### src/rtl/avalon_pkg.sv
// Shared Avalon-ST definitions: default sizing and the width rule for the
// 'empty' field (number of unused trailing bytes in an end-of-packet word).
package avalon_pkg;

  localparam int DEFAULT_DATA_WIDTH_IN_BYTES = 16;
  localparam int DEFAULT_FIFO_DEPTH          = 16;

  // Width of the empty field; a one-byte bus still carries a 1-bit field
  // so that the port never collapses to zero width.
  function automatic int empty_width(input int bytes);
    if (bytes > 1) begin
      return $clog2(bytes);
    end else begin
      return 1;
    end
  endfunction

endpackage

### src/rtl/avalon_st_if.sv
// Avalon-ST streaming interface: data plus sop/eop/empty framing and a
// valid/rdy handshake. The master drives the payload and valid, and the
// slave drives rdy.
interface avalon_st_if #(
  parameter int DATA_WIDTH_IN_BYTES = avalon_pkg::DEFAULT_DATA_WIDTH_IN_BYTES
);
  import avalon_pkg::*;

  localparam int EMPTY_W = empty_width(DATA_WIDTH_IN_BYTES);

  logic [8*DATA_WIDTH_IN_BYTES-1:0] data;
  logic                             sop;
  logic                             eop;
  logic [EMPTY_W-1:0]               empty;
  logic                             valid;
  logic                             rdy;

  modport master (output data, output sop, output eop, output empty, output valid, input rdy);
  modport slave  (input data, input sop, input eop, input empty, input valid, output rdy);

endinterface

### src/rtl/avalon_st_fifo_mem.sv
// Storage array for avalon_st_fifo. It has one synchronous write port and one
// asynchronous read port. The contents are never reset: the control logic
// only exposes an entry after that entry has been written.
module avalon_st_fifo_mem
  import avalon_pkg::*;
#(
  parameter int WIDTH = 8,
  parameter int DEPTH = DEFAULT_FIFO_DEPTH,
  parameter int AW    = $clog2(DEPTH)
) (
  input  logic             clk,
  input  logic             wr_en_i,
  input  logic [AW-1:0]    wr_addr_i,
  input  logic [WIDTH-1:0] wr_data_i,
  input  logic [AW-1:0]    rd_addr_i,
  output logic [WIDTH-1:0] rd_data_o
);

  logic [WIDTH-1:0] mem_q [DEPTH];

  // Capture the incoming word into the slot addressed by the write pointer.
  always_ff @(posedge clk) begin
    if (wr_en_i) begin
      mem_q[wr_addr_i] <= wr_data_i;
    end
  end

  // The show-ahead head word is read directly from the registered array.
  assign rd_data_o = mem_q[rd_addr_i];

endmodule

### src/rtl/avalon_st_fifo.sv
// Avalon-ST show-ahead FIFO. Its latency is one cycle, and no combinational
// path runs from input to output. Both handshake outputs are decoded from the
// registered fill level only. Defining macro AVALON_ST_FIFO_PKT_CNT_EN adds
// the packets_stored port, which counts the stored words that carry eop.
module avalon_st_fifo
  import avalon_pkg::*;
#(
  parameter int DATA_WIDTH_IN_BYTES = DEFAULT_DATA_WIDTH_IN_BYTES,
  parameter int DEPTH               = DEFAULT_FIFO_DEPTH
) (
  input  logic                   clk,
  input  logic                   rst,
  avalon_st_if.slave             msg_in,
  avalon_st_if.master            msg_out,
  output logic [$clog2(DEPTH):0] fill_level
`ifdef AVALON_ST_FIFO_PKT_CNT_EN
  ,
  output logic [$clog2(DEPTH):0] packets_stored
`endif
);

  localparam int AW     = $clog2(DEPTH);
  localparam int CW     = AW + 1;
  localparam int EW     = empty_width(DATA_WIDTH_IN_BYTES);
  localparam int DW     = 8 * DATA_WIDTH_IN_BYTES;
  localparam int WORD_W = DW + 2 + EW;

  localparam logic [CW-1:0] FULL_LVL = CW'(DEPTH);
  localparam logic [CW-1:0] CNT_ONE  = CW'(1);
  localparam logic [AW-1:0] PTR_ONE  = AW'(1);

  logic [AW-1:0]     wr_ptr_q, wr_ptr_d;
  logic [AW-1:0]     rd_ptr_q, rd_ptr_d;
  logic [CW-1:0]     fill_q, fill_d;
  logic              in_rdy_s;
  logic              out_valid_s;
  logic              wr_en_s;
  logic              rd_en_s;
  logic [WORD_W-1:0] wr_word_s;
  logic [WORD_W-1:0] rd_word_s;

  // Both handshakes depend only on the registered level. While the FIFO is
  // full, a read in the same cycle does not reopen rdy until the next cycle.
  assign in_rdy_s    = (fill_q != FULL_LVL);
  assign out_valid_s = (fill_q != {CW{1'b0}});
  assign wr_en_s     = msg_in.valid & in_rdy_s;
  assign rd_en_s     = out_valid_s & msg_out.rdy;

  assign msg_in.rdy    = in_rdy_s;
  assign msg_out.valid = out_valid_s;
  assign fill_level    = fill_q;

  // Fields are stored exactly as received and replayed unchanged.
  assign wr_word_s = {msg_in.data, msg_in.sop, msg_in.eop, msg_in.empty};
  assign {msg_out.data, msg_out.sop, msg_out.eop, msg_out.empty} = rd_word_s;

  avalon_st_fifo_mem #(
    .WIDTH (WORD_W),
    .DEPTH (DEPTH),
    .AW    (AW)
  ) u_mem (
    .clk       (clk),
    .wr_en_i   (wr_en_s),
    .wr_addr_i (wr_ptr_q),
    .wr_data_i (wr_word_s),
    .rd_addr_i (rd_ptr_q),
    .rd_data_o (rd_word_s)
  );

  // Next-state pointers and level. DEPTH is a power of two, so the pointers wrap naturally.
  always_comb begin
    wr_ptr_d = wr_ptr_q;
    rd_ptr_d = rd_ptr_q;
    fill_d   = fill_q;
    if (wr_en_s) begin
      wr_ptr_d = wr_ptr_q + PTR_ONE;
    end else begin
      wr_ptr_d = wr_ptr_q;
    end
    if (rd_en_s) begin
      rd_ptr_d = rd_ptr_q + PTR_ONE;
    end else begin
      rd_ptr_d = rd_ptr_q;
    end
    case ({wr_en_s, rd_en_s})
      2'b10:   fill_d = fill_q + CNT_ONE;
      2'b01:   fill_d = fill_q - CNT_ONE;
      default: fill_d = fill_q;
    endcase
  end

  // Pointer and level registers. Reset discards every stored word, including any partial packet.
  always_ff @(posedge clk or negedge rst) begin
    if (!rst) begin
      wr_ptr_q <= {AW{1'b0}};
      rd_ptr_q <= {AW{1'b0}};
      fill_q   <= {CW{1'b0}};
    end else begin
      wr_ptr_q <= wr_ptr_d;
      rd_ptr_q <= rd_ptr_d;
      fill_q   <= fill_d;
    end
  end

`ifdef AVALON_ST_FIFO_PKT_CNT_EN
  logic [CW-1:0] pkt_q, pkt_d;
  logic          eop_wr_s;
  logic          eop_rd_s;

  assign eop_wr_s       = wr_en_s & msg_in.eop;
  assign eop_rd_s       = rd_en_s & msg_out.eop;
  assign packets_stored = pkt_q;

  // Count of stored eop words. It is unchanged when one enters and one leaves in the same cycle.
  always_comb begin
    pkt_d = pkt_q;
    case ({eop_wr_s, eop_rd_s})
      2'b10:   pkt_d = pkt_q + CNT_ONE;
      2'b01:   pkt_d = pkt_q - CNT_ONE;
      default: pkt_d = pkt_q;
    endcase
  end

  // Packet-count register, which is cleared together with the FIFO.
  always_ff @(posedge clk or negedge rst) begin
    if (!rst) begin
      pkt_q <= {CW{1'b0}};
    end else begin
      pkt_q <= pkt_d;
    end
  end
`endif

endmodule
### src/flat_wrapper.sv
// flat-port wrapper written by rule: the top's interface ports become plain ports
module avalon_st_fifo_flat import avalon_pkg::*;
#(
  parameter int DATA_WIDTH_IN_BYTES = DEFAULT_DATA_WIDTH_IN_BYTES,
  parameter int DEPTH               = DEFAULT_FIFO_DEPTH
)
  (clk, rst, fill_level, msg_in_data, msg_in_sop, msg_in_eop, msg_in_empty, msg_in_valid, msg_in_rdy, msg_out_data, msg_out_sop, msg_out_eop, msg_out_empty, msg_out_valid, msg_out_rdy);
  avalon_st_if #(.DATA_WIDTH_IN_BYTES(DATA_WIDTH_IN_BYTES)) msg_in_i ();
  avalon_st_if #(.DATA_WIDTH_IN_BYTES(DATA_WIDTH_IN_BYTES)) msg_out_i ();
  input  logic clk;
  input  logic rst;
  output logic [$clog2(DEPTH):0] fill_level;
  input wire logic [$bits(msg_in_i.data)-1:0] msg_in_data;
  input wire logic [$bits(msg_in_i.sop)-1:0] msg_in_sop;
  input wire logic [$bits(msg_in_i.eop)-1:0] msg_in_eop;
  input wire logic [$bits(msg_in_i.empty)-1:0] msg_in_empty;
  input wire logic [$bits(msg_in_i.valid)-1:0] msg_in_valid;
  output wire logic [$bits(msg_in_i.rdy)-1:0] msg_in_rdy;
  output wire logic [$bits(msg_out_i.data)-1:0] msg_out_data;
  output wire logic [$bits(msg_out_i.sop)-1:0] msg_out_sop;
  output wire logic [$bits(msg_out_i.eop)-1:0] msg_out_eop;
  output wire logic [$bits(msg_out_i.empty)-1:0] msg_out_empty;
  output wire logic [$bits(msg_out_i.valid)-1:0] msg_out_valid;
  input wire logic [$bits(msg_out_i.rdy)-1:0] msg_out_rdy;
  assign msg_in_i.data = msg_in_data;
  assign msg_in_i.sop = msg_in_sop;
  assign msg_in_i.eop = msg_in_eop;
  assign msg_in_i.empty = msg_in_empty;
  assign msg_in_i.valid = msg_in_valid;
  assign msg_in_rdy = msg_in_i.rdy;
  assign msg_out_data = msg_out_i.data;
  assign msg_out_sop = msg_out_i.sop;
  assign msg_out_eop = msg_out_i.eop;
  assign msg_out_empty = msg_out_i.empty;
  assign msg_out_valid = msg_out_i.valid;
  assign msg_out_i.rdy = msg_out_rdy;
  avalon_st_fifo #(.DATA_WIDTH_IN_BYTES(DATA_WIDTH_IN_BYTES), .DEPTH(DEPTH)) u_core (.clk(clk), .rst(rst), .msg_in(msg_in_i), .msg_out(msg_out_i), .fill_level(fill_level));
endmodule
### config.mk
export PLATFORM = sky130hd
export DESIGN_NAME = avalon_st_fifo_flat
export DESIGN_NICKNAME = d
export VERILOG_FILES = /design/src/rtl/avalon_pkg.sv /design/src/rtl/avalon_st_if.sv /design/src/rtl/avalon_st_fifo_mem.sv /design/src/rtl/avalon_st_fifo.sv /design/src/flat_wrapper.sv
export SDC_FILE = /design/constraint.sdc
export NUM_CORES = 2
export LEC_CHECK = 0
export BUFFER_PORTS_ARGS = -buffer_cell sky130_fd_sc_hd__buf_2
export CORE_MARGIN = 8
export CORE_UTILIZATION = 29
export DETAILED_ROUTE_END_ITERATION = 8
export MAX_ROUTING_LAYER = met4
export PLACE_DENSITY = 0.46
export SLEW_MARGIN = 20
export SYNTH_ARGS = -nofsm -noshare
export SYNTH_HDL_FRONTEND = slang
export SYNTH_HIERARCHICAL = 1
export SYNTH_SLANG_ARGS = --single-unit
### constraint.sdc
create_clock -name clk -period 10.9 [get_ports clk]
set_input_delay 2.18 -clock clk [delete_from_list [all_inputs] [get_ports clk]]
set_output_delay 2.18 -clock clk [all_outputs]
set_load 0.01 [all_outputs]
==> metrics.md <==
| Metric | Value |
|---|---|
| Area after DPL | 0.0874 mm^2 |
| Min Clock Period, post-route | 6.91 ns |
| Syn nets | 3,589 |
| Overflow after GRT | 0 |
| Initial Utilization | 0.291 |
| M1 WL | 97.3 mm |
| Io pins | 279 |
| Worst Max-Slew Pin Slew | 1.09 ns |
| Finished layout cell area | 0.0947 mm^2 |
| P per Cell Area | 269 mW/mm^2 |
| Min-delay worst type | reg2reg |
| Routability cong. | 0.693 |
| Clock power share | 0.296 |
| First-pass GRT wire length | 309 mm |
| Slew headroom | 0.275 |
| Critical path peak fanout | 136 |
| TritonCTS clock tree | yes |
| GRT Total Usage | 0.148 |
| CTS root buffer | clkbuf_16 |
| WL met2 | 107 mm |
| Number of setup violations in the final report | 0 |
| Vias in the first global route | 39,700 |
| Outcome | finished, final reports clean |
| Comb power frac | 0.296 |
| DRC violations left | 0 |
| Die span in y | 546 um |
| Highest metal used | met4 |
| Post-synth top flop | edfxtp_1 |
| Core Area | 0.279 mm^2 |
| Drt total wl | 220 mm |
| Avg Cell Area, Syn | 23.6 um^2 |
| Setup TNS | 0 ns |
| Die Area | 0.298 mm^2 |
| YS warnings | 6 |
| Tot Pwr | 25.4 mW |
| Sw Share | 0.320 |
| Largest net degree at the start of global routing | 137 |
| Sequential share of power | 0.408 |
| Drt initial violations | 3,129 |
| Pleak | 29.6 nW |
| Post-route setup slack | 3.99 ns |
| Hold Vio Cnt, Final | 0 |
| Tcrit/Tclk final | 0.634 |
| Crit Path Class | reg2out |
| DPL Wire Length | 114 mm |
| Die Wd | 546 um |
| Clock Skew | 0.0542 ns |
| Net Sw Power | 8.13 mW |
| Vias | 37,800 |
| Antenna violations before repair | 67 |
| Asr flop ratio synth | 0.00603 |
| DR WL/cell | 28.2 um |
| RSZ-0062 raised after global routing | false |
| Fmax | 145 MHz |
| H-Tree Depth | 4 |
| Mapped Cells | 3,444 |
| FP Rows | 194 |
| Clk_lat worst skew | 0.87 ns |
| Clock Pin Slew Worst Setup and Hold Paths | 0.06 ns |
| Nets@finish | 3,997 |
| Synth cell types | 45 |
| Max Slew Vio Count | 0 |
| IO Port Bufs | 278 |
| Mapped cell area | 0.0814 mm^2 |
| Crit. End Element | primary output |
| Fin util | 0.339 |
| Via density | 4.85 |
| Setup Buffers After CTS | 0 |
| Clock Sinks | 2,157 |
| Startpoint Class | register |
| Req. time, crit path | 8.72 ns |
| Worst slack at placement | 4.74 ns |
| Total clock buffers created by CTS | 228 |
| Layout area overhead | 16.3% |
| VDD IR max | 0.207 mV |
| Synthesis-stage register bit count | 2,157 |
| Number of cells upsized or downsized after cts | 0 |
| Met3 WL | 11.7 mm |
| Post-synth EDFFs | 2,144 |
| Worst-case clock buffer depth | 3 |
| Share of cells above drive strength 1 | 0.317 |
| Seq/Total Area, Yosys | 0.795 |
| P_int | 17.3 mW |
| Hold_buf cts | 0 |
| Pre-antenna DRT Iters | 4 |
| Max Cap Viol | 0 |
| ANT nets after route | 0 |
| Arr. time, crit path | 4.73 ns |
==> area by class of cell <==
cell class,count,area [um^2]
Clock buffer,293,6010
Inverter,5,21.3
Multi-Input combinational cell,1095,15800
Fill cell,26100,185000
Tap cell,3724,4660
Clock inverter,128,1230
Antenna cell,25,62.6
Sequential cell,2157,64700
Timing Repair Buffer,365,2210
==> sequential cells by signal, indices dropped and copies added (netlist names) <==
register / cells
u_core/u_mem/mem_q: 2144
u_core/fill_level: 5
u_core/rd_ptr_q: 4
u_core/wr_ptr_q: 4
==> cell usage in the layout, fill, tap and decap left out, types with 4 or more instances in the layout <==
| cell type | n |
|---|---|
| edfxtp_1 | 2144 |
| dfrtp_1 | 9 |
| clkbuf_16 | 231 |
| clkinv_2 | 44 |
| o22a_1 | 5 |
| clkbuf_1 | 62 |
| o21ai_0 | 18 |
| clkinvlp_4 | 6 |
| nand2_1 | 107 |
| xnor2_1 | 5 |
| diode_2 | 25 |
| nor2_4 | 13 |
| mux2i_1 | 26 |
| mux2_2 | 66 |
| buf_12 | 13 |
| ha_1 | 6 |
| inv_1 | 4 |
| a22oi_1 | 228 |
| inv_16 | 6 |
| nand2b_1 | 19 |
| buf_2 | 278 |
| mux4_2 | 501 |
| nor3_4 | 4 |
| dfrtp_4 | 4 |
| bufinv_16 | 16 |
| clkinv_16 | 5 |
| a221oi_1 | 15 |
| nor2b_1 | 23 |
| buf_4 | 74 |
| o221ai_1 | 20 |
| xor2_1 | 4 |
| clkinv_1 | 46 |
==> critical path: stages (launching register included) <==
cell	delay, ns
dfrtp_4	0.88
buf_12	0.55
buf_12	0.71
mux4_2	0.41
a22oi_1	0.54
nand2_1	0.14
buf_2	0.17
==> synth_stat cells, types with 2 or more instances <==
| master | number | area share |
|---|---|---|
| inv_1 | 4 | 0.00018 |
| mux2_2 | 66 | 0.0091 |
| nor3b_1 | 2 | 0.00018 |
| o21ai_0 | 18 | 0.0011 |
| edfxtp_1 | 2144 | 0.79 |
| and2_1 | 3 | 0.00023 |
| dfrtp_1 | 13 | 0.0040 |
| buf_4 | 30 | 0.0028 |
| buf_1 | 9 | 0.00041 |
| nand2_1 | 107 | 0.0049 |
| o221ai_1 | 20 | 0.0022 |
| nor2_1 | 15 | 0.00069 |
| a22oi_1 | 228 | 0.021 |
| o41ai_1 | 2 | 0.00022 |
| nor3_1 | 6 | 0.00037 |
| o22a_1 | 5 | 0.00054 |
| clkbuf_1 | 69 | 0.0032 |
| mux4_2 | 501 | 0.14 |
| nand2b_1 | 19 | 0.0015 |
| ha_1 | 6 | 0.00092 |
| buf_2 | 49 | 0.0030 |
| nor2b_1 | 27 | 0.0021 |
| xnor2_1 | 5 | 0.00054 |
| or2_2 | 3 | 0.00023 |
| nand4_1 | 2 | 0.00015 |
| nand3b_1 | 2 | 0.00018 |
| buf_6 | 29 | 0.0040 |
| xor2_1 | 4 | 0.00043 |
| mux2i_1 | 26 | 0.0032 |
| a221oi_1 | 15 | 0.0016 |
==> stage by stage <==
stage / instances / hold slack [ns]
final: 7792 / 0.546
after floorplan: 3444 / 0.462
after detailed placement: 7346 / 0.530
after CTS: 7767 / 0.544
after global placement: 7346 / 0.519
after global routing: 7790 / 0.577
==> per-layer routing <==
| metal | track usage | vias to the layer above |
|---|---|---|
| met5 | - | - |
| met4 | 0.0279 | 0 |
| met3 | 0.0331 | 301 |
| met2 | 0.239 | 910 |
| met1 | 0.194 | 20900 |
| li1 | - | 15700 |
==> cell families (layout without fill, tap and decap cells) <==
group                      count (synthesis)  count (layout)  synth area share
AOI/OAI and AO/OA                        293             293            0.0271
xor gates and xnor gates                   9               9          0.000968
adders and majority gates                  7               7           0.00117
buffers and inverters                    192             791            0.0137
DFF                                     2157            2157             0.795
muxes                                    594             594             0.151
other                                      0              25                 0
and+or+nand+nor                          192             192            0.0112
==> power by group through the flow <==
| stage | Combinational (mW) | Clock [mW] | Sequential, mW |
|---|---|---|---|
| after floorplan | 4.83 | 0 | 10.5 |
| after global placement | 7.85 | 0 | 10.5 |
| after detailed placement | 7.82 | 0 | 10.6 |
| after CTS | 7.84 | 7.76 | 10.4 |
| after global routing | 8.12 | 8.06 | 10.4 |
| final | 7.53 | 7.53 | 10.4 |
==> path summary, 6_finish.rpt <==
| check | start | endpoint | slack [ns] | depth (start not counted) |
|---|---|---|---|---|
| min in group asynchronous | rst | u_core/fill_level[1] | 1.25 | 1 |
| max in group asynchronous | rst | u_core/rd_ptr_q[2] | 9.33 | 1 |
| worst min-delay path | u_core/wr_ptr_q[3] | u_core/wr_ptr_q[3] | 0.55 | 1 |
| worst min register to register | u_core/wr_ptr_q[3] | u_core/wr_ptr_q[3] | 0.55 | 1 |
| worst max register to register | u_core/fill_level[0] | u_core/u_mem/mem_q[0][73] | 6.80 | 8 |
| worst max-delay path | u_core/rd_ptr_q[1] | msg_out_data[60] | 3.99 | 6 |
Note: power is estimated with default switching activity, not from simulation.
